===== src/rtl/frame_uploader_nbuf.sv =====
// frame_uploader_nbuf: packs camera pixels from a load queue into memory words
// and writes whole frames as fixed-length bursts into a ring of frame buffers,
// skipping the buffer currently held by the reader.
// Optional statistics outputs (frame_count, drop_count) are enabled by
// defining FRAME_UPLOADER_STATS_EN.
module frame_uploader_nbuf #(
  parameter int unsigned PIXEL_W     = 16,
  parameter int unsigned MEM_DATA_W  = 32,
  parameter int unsigned BURST_BEATS = 8,
  parameter int unsigned NUM_BUFFERS = 3,
  parameter int unsigned FRAME_WORDS = 38400,
  parameter int unsigned ADDR_W      = 21,
  parameter int unsigned BASE_ADDR   = 0
) (
  input  logic                  clk,
  input  logic                  rst_n,
  input  logic                  init_done,
  input  logic                  mem_busy,
  output logic                  load_rd_en,
  input  logic                  load_queue_empty,
  input  logic [PIXEL_W:0]      load_queue_data,
  output logic                  cmd,
  output logic                  cmd_en,
  output logic [ADDR_W-1:0]     addr,
  output logic [MEM_DATA_W-1:0] wr_data,
  input  logic                  rd_lock_en,
  input  logic [2:0]            rd_lock_buf,
  output logic                  frame_done,
  output logic [2:0]            last_buf,
  output logic [2:0]            wr_buf,
  output logic                  overrun
`ifdef FRAME_UPLOADER_STATS_EN
  ,
  output logic [15:0]           frame_count,
  output logic [15:0]           drop_count
`endif
);

  localparam int unsigned PPW       = MEM_DATA_W / PIXEL_W;
  localparam int unsigned CAP       = BURST_BEATS * PPW;
  localparam int unsigned NBURST    = FRAME_WORDS / BURST_BEATS;
  localparam int unsigned STAGE_W   = CAP * PIXEL_W;
  localparam int unsigned PIX_CNT_W = $clog2(CAP + 1);
  localparam int unsigned PIX_IX_W  = (CAP > 1) ? $clog2(CAP) : 1;
  localparam int unsigned BIDX_W    = $clog2(NBURST + 1);
  localparam int unsigned BEAT_W    = $clog2(BURST_BEATS + 1);
  localparam int unsigned BEAT_IX_W = (BURST_BEATS > 1) ? $clog2(BURST_BEATS) : 1;

  typedef enum logic [2:0] {
    S_IDLE, S_WAIT_SOF, S_FILL, S_BURST, S_FRAME_END
  } state_t;

  state_t                 state_q, state_d;
  logic                   rd_pend_q;
  logic [PIX_CNT_W-1:0]   pix_cnt_q;
  logic [BIDX_W-1:0]      burst_idx_q;
  logic [BEAT_W-1:0]      beat_q;
  logic                   active_q;
  logic                   marker_end_q;
  logic                   after_full_q;
  logic [STAGE_W-1:0]     stage_q;

  logic                   cap_c, mark_c, rd_issue_c, burst_go_c, burst_end_c;
  logic                   last_burst_c;
  logic [2:0]             nb1_c, nb2_c, buf_next_c;
  logic [ADDR_W-1:0]      addr_c;
  logic [MEM_DATA_W-1:0]  beat_word_c;

  // State register
  always_ff @(posedge clk or negedge rst_n) begin
    if (!rst_n) state_q <= S_IDLE;
    else        state_q <= state_d;
  end

  // Next-state logic
  always_comb begin
    state_d = state_q;
    case (state_q)
      S_IDLE:      if (init_done) state_d = S_WAIT_SOF;
      S_WAIT_SOF:  if (cap_c && mark_c) state_d = S_FILL;
      S_FILL: begin
        if (cap_c) begin
          if (mark_c)
            state_d = (pix_cnt_q == '0) ? S_FRAME_END : S_BURST;
          else if (pix_cnt_q == PIX_CNT_W'(CAP - 1))
            state_d = S_BURST;
        end
      end
      S_BURST:     if (burst_end_c)
                     state_d = (marker_end_q || last_burst_c) ? S_FRAME_END : S_FILL;
      S_FRAME_END: state_d = marker_end_q ? S_FILL : S_WAIT_SOF;
      default:     state_d = S_IDLE;
    endcase
  end

  // Output decode: read issue, burst strobes, address and buffer selection
  always_comb begin
    cap_c        = rd_pend_q;
    mark_c       = load_queue_data[PIXEL_W];
    rd_issue_c   = init_done && !load_queue_empty && !load_rd_en && !rd_pend_q &&
                   ((state_q == S_WAIT_SOF) ||
                    ((state_q == S_FILL) && (pix_cnt_q < PIX_CNT_W'(CAP))));
    burst_go_c   = (state_q == S_BURST) && !active_q && !mem_busy && init_done;
    burst_end_c  = (state_q == S_BURST) && active_q && (beat_q == BEAT_W'(BURST_BEATS));
    last_burst_c = (burst_idx_q == BIDX_W'(NBURST - 1));
    nb1_c        = (wr_buf == 3'(NUM_BUFFERS - 1)) ? 3'd0 : wr_buf + 3'd1;
    nb2_c        = (nb1_c == 3'(NUM_BUFFERS - 1)) ? 3'd0 : nb1_c + 3'd1;
    buf_next_c   = (rd_lock_en && (nb1_c == rd_lock_buf)) ? nb2_c : nb1_c;
    addr_c       = ADDR_W'(BASE_ADDR) +
                   ADDR_W'(wr_buf) * ADDR_W'(FRAME_WORDS) +
                   ADDR_W'(burst_idx_q) * ADDR_W'(BURST_BEATS);
    beat_word_c  = stage_q[int'(beat_q[BEAT_IX_W-1:0]) * MEM_DATA_W +: MEM_DATA_W];
  end

  // Datapath: queue reads, pixel packing, burst beats and frame bookkeeping
  always_ff @(posedge clk or negedge rst_n) begin
    if (!rst_n) begin
      load_rd_en   <= 1'b0;
      rd_pend_q    <= 1'b0;
      cmd          <= 1'b0;
      cmd_en       <= 1'b0;
      addr         <= '0;
      wr_data      <= '0;
      frame_done   <= 1'b0;
      overrun      <= 1'b0;
      wr_buf       <= 3'd0;
      last_buf     <= 3'd0;
      pix_cnt_q    <= '0;
      burst_idx_q  <= '0;
      beat_q       <= '0;
      active_q     <= 1'b0;
      marker_end_q <= 1'b0;
      after_full_q <= 1'b0;
      stage_q      <= '0;
    end else begin
      load_rd_en <= rd_issue_c;
      rd_pend_q  <= load_rd_en;
      frame_done <= 1'b0;
      cmd_en     <= 1'b0;

      if ((state_q == S_WAIT_SOF) && cap_c) begin
        if (mark_c) after_full_q <= 1'b0;
        else if (after_full_q) overrun <= 1'b1;
      end

      if ((state_q == S_FILL) && cap_c) begin
        if (mark_c) begin
          marker_end_q <= 1'b1;
        end else begin
          stage_q[int'(pix_cnt_q[PIX_IX_W-1:0]) * PIXEL_W +: PIXEL_W] <=
            load_queue_data[PIXEL_W-1:0];
          pix_cnt_q <= pix_cnt_q + PIX_CNT_W'(1);
        end
      end

      if (burst_go_c) begin
        cmd      <= 1'b1;
        cmd_en   <= 1'b1;
        addr     <= addr_c;
        wr_data  <= stage_q[MEM_DATA_W-1:0];
        active_q <= 1'b1;
        beat_q   <= BEAT_W'(1);
      end else if (burst_end_c) begin
        cmd         <= 1'b0;
        active_q    <= 1'b0;
        beat_q      <= '0;
        stage_q     <= '0;
        pix_cnt_q   <= '0;
        burst_idx_q <= burst_idx_q + BIDX_W'(1);
      end else if ((state_q == S_BURST) && active_q) begin
        wr_data <= beat_word_c;
        beat_q  <= beat_q + BEAT_W'(1);
      end

      if (state_q == S_FRAME_END) begin
        frame_done   <= 1'b1;
        last_buf     <= wr_buf;
        wr_buf       <= buf_next_c;
        burst_idx_q  <= '0;
        after_full_q <= !marker_end_q;
        marker_end_q <= 1'b0;
      end
    end
  end

`ifdef FRAME_UPLOADER_STATS_EN
  // Frame counter wraps; drop counter saturates
  always_ff @(posedge clk or negedge rst_n) begin
    if (!rst_n) begin
      frame_count <= 16'd0;
      drop_count  <= 16'd0;
    end else begin
      if (state_q == S_FRAME_END) frame_count <= frame_count + 16'd1;
      if ((state_q == S_WAIT_SOF) && cap_c && !mark_c && (drop_count != 16'hFFFF))
        drop_count <= drop_count + 16'd1;
    end
  end
`endif

endmodule


===== config.mk =====
export PLATFORM = sky130hd
export DESIGN_NAME = frame_uploader_nbuf
export DESIGN_NICKNAME = d
export VERILOG_FILES = /design/src/rtl/frame_uploader_nbuf.sv
export SDC_FILE = /design/constraint.sdc
export NUM_CORES = 1
export LEC_CHECK = 0
export CAP_MARGIN = 5
export CELL_PAD_IN_SITES_DETAIL_PLACEMENT = 2
export CELL_PAD_IN_SITES_GLOBAL_PLACEMENT = 2
export CORE_AREA = 2 2 235 214
export DETAILED_ROUTE_END_ITERATION = 7
export DIE_AREA = 0 0 237 216
export GPL_ROUTABILITY_DRIVEN = 0
export PLACE_DENSITY = 0.79
export SYNTH_ARGS = -nofsm -noshare
export SYNTH_HDL_FRONTEND = slang
export SYNTH_SLANG_ARGS = --single-unit

===== constraint.sdc =====
create_clock -name clk -period 3.1 [get_ports clk]
set_clock_uncertainty 0.15 [all_clocks]
set_input_delay 0.62 -clock clk [delete_from_list [all_inputs] [get_ports clk]]
set_output_delay 0.62 -clock clk [all_outputs]
set_load 0.005 [all_outputs]

==> flow_summary_export.csv <==
group,metric,value,unit
outcome,status,"finished, final reports clean",
worst_setup_path,cp.required,3.39,ns
clocking,cts_sinks,344,
yosys,synth_area,17410,um^2
timing,fin_crit,3.096,ns
grt,antenna_found_initial,1,
placed_design,post-dp-hpwl,40230,um
placed_design,dpl_cell_area,19510,um^2
timing,hold_ws,0.2692,ns
cells_and_area,antenna_cells,0,
worst_setup_path,crit_family,"adder cells",
cells_and_area,mostFrequentLayoutCell,"dfrtp_1",
yosys,synth.area.top_cells,"dfrtp_1 49%, mux2i_1 8.9%, mux4_2 8.3%",
clocking,cts_tree,"built",
routing,drt_wl_total,62910,um
routing,drtAntennaViolNets,0,
timing,worst_slew_pin_slew,0.8184,ns
timing,rsz0062_at_grt,"true",
grt,grt_overflow,0,
yosys,synthCells,1703,
worst_setup_path,critPathMaxStageDelay,0.43,ns
pwr,cellInternalPower,10.18,mW
yosys,synth_top_area_frac,0.4946,
worst_setup_path,cp_common_cell,"ha_1",
pwr,power.leakage,9.757,nW
yosys,synth_enable_flop_cells,0,
worst_setup_path,end_kind,"flip-flop",
routing,drt_iter0_markers,1017,
pwr,power_density,778.5,nW/um^2
grt,grt_pass1_wl,98850,um
cells_and_area,area_growth,20.34,%
worst_setup_path,worst_ep_arrival_time,3.38,ns
hold_path,hp-class,"reg -> reg",
worst_setup_path,cp_max_fo,3,
clocking,clk_latency,0.57,ns
yosys,yosysTopAreaCell,"dfrtp_1",
worst_setup_path,crit_path_cell_trace,"buf_6, ha_4, ha_1, a31o_2, xor2_1, ha_1, o21a_1, nor2_2, nor4_1, buf_4, mux2_2",
placed_design,post-place-cells,2389,
timing,hold_viol_final,0,
clocking,cts_buffer_depth,3,
pwr,max-vdd-ir-drop,0.3386,mV
routing,vias,14160,
die,start_util,0.3577,
die,row_count,77,
routing,via_per_inst,5.745,
timing,finalCritPeriodShare,0.9987,
grt,grt_max_degree,142,
pwr,design_power_total,16.31,mW
pwr,power_switching,6.128,mW
die,die_area,51190,um^2
yosys,synth_area_per_cell,10.22,um^2
yosys,synth.distinct_cells,71,
routing,wire_per_inst,25.52,um
yosys,ys_ff_latch,344,
timing,tns,0,ns
timing,setup_ws,0.004170,ns
worst_setup_path,r2r_setup_slack,0.004,ns
worst_setup_path,cp-start-kind,"flip-flop",
timing,fmax,323.0,MHz
pwr,p_sw_frac,0.3758,
pwr,p_comb_frac,0.361,
placed_design,post-place-ws,-0.1076,ns
clocking,cts_buffers,41,
worst_setup_path,crit_type,"reg -> reg",
timing,max_slew_margin,0.4544,
routing,firstDrtPassIters,5,
cells_and_area,fin_cells,2465,
cells_and_area,fill_cells,5002,
cells_and_area,layout_common_cells,"338 x dfrtp_1, 279 x nand2_1, 176 x nor2_1, 155 x mux2i_1, 136 x a21oi_1",
yosys,yosysSeqAreaShare,0.4946,
die,core_area,48650,um^2
cells_and_area,nets,1854,
grt,first_global_vias,16000,
die,fp.dieW,237,um
clocking,cts_root_buffer,"clkbuf_16",
cells_and_area,utilization,0.4305,
yosys,ys.flop_type,"dfrtp_1",
pwr,clkPwrFrac,0.297,
die,boundaryPins,90,
placed_design,portBuffers,85,
timing,maxSlewViolCount,0,
die,die_h,216,um
cells_and_area,final_cell_area,20950,um^2
clocking,path_clk_slew,0.06,ns
yosys,ys_warn_count,0,
pwr,sequentialPowerShare,0.342,
flow_run,drv_cap,0,
grt,grtUsageTotal,0.2511,
timing,setup_viol,0,
yosys,ys_async_sr_fraction,1.000,
routing,drc,0,
clocking,cts_max_level,2,
cells_and_area,layout-drive-gt1-share,0.1560,
worst_setup_path,slowest_stage,"dfrtp_1",
worst_setup_path,path_buf_inv,2,
-- flip-flops by register name (all words and copies together) (netlist names), 2 cells and up, named ones only --
register	count
burst_idx_q	13
stage_q	256
beat_q	4
pix_cnt_q	5
addr	17
state_q	3
wr_buf	2
last_buf	3
wr_data	32
-- layer usage --
metal,part of all wire,routed length (um),vias to the layer above,global-route usage
met4,0.026,1663,2,0.08017
met2,0.49,30750,320,0.4248
li1,-,-,6151,-
met3,0.046,2882,105,0.04016
met1,0.44,27590,7583,0.3300
met5,0.00019,12,-,0
-- cell usage after synthesis, drive strengths merged, types with 6 or more instances --
library cell	instances
nand3	97
a21oi	137
mux4	64
nor3	18
clkbuf	91
ha	22
and3	36
dfrtp	344
buf	49
mux2i	157
inv	19
xnor2	7
nor4	6
or3	12
nor2	184
o21ai	73
o221ai	16
nand2	279
nand4	21
xor2	16
-- timing repair --
| item | 4_1_cts | 5_1_grt |
|---|---|---|
| hold buffers | 1 | 0 |
| setup buffers | 3 | 0 |
| pin swaps | 3 | 0 |
| endpoints found under the hold margin | 53 | 0 |
| gates resized for setup | 9 | 6 |
| endpoints found under the setup margin | 4 | 28 |
-- final cells by class --
| cell class | count | area, um^2 | area share |
|---|---|---|---|
| sequential | 344 | 8618 | 0.4114 |
| multi-input combinational | 1203 | 8190 | 0.3910 |
| timing repair buffer | 195 | 1951 | 0.09312 |
| clock buffer | 64 | 1252 | 0.05979 |
| tap | 632 | 790.8 | 0.03775 |
| clock inverter | 8 | 72.57 | 0.003465 |
| inverter | 19 | 71.32 | 0.003405 |
-- path summary, 6_finish.rpt --
check                            from  depth (start not counted)          end
hold reg to reg            load_rd_en                          0        cap_c
max in group asynchronous       rst_n                          3  last_buf[2]
setup reg to reg            wr_buf[2]                         11     addr[17]
min in group asynchronous       rst_n                          2  stage_q[47]
hold / removal             load_rd_en                          0        cap_c
setup / recovery            wr_buf[2]                         11     addr[17]
-- cells by family after synthesis --
kind of cell | share of synthesized area
flops | 0.4946
compound gates | 0.08202
other cells | 0.0002154
xor+xnor | 0.01157
fa+ha+maj | 0.01812
buf+inv | 0.04234
mux | 0.1752
simple gates | 0.1760
-- power groups by stage --
stage | combinational [mW] | sequential, mW | clock, mW
after floorplan | 3.29 | 5.49 | 0
after global placement | 5.48 | 5.59 | 0
after detailed placement | 5.72 | 5.64 | 0
after CTS | 5.89 | 5.58 | 4.94
after global routing | 6.36 | 5.66 | 5.11
final | 5.88 | 5.58 | 4.84
No activity file was read; power rests on OpenSTA's default activity.
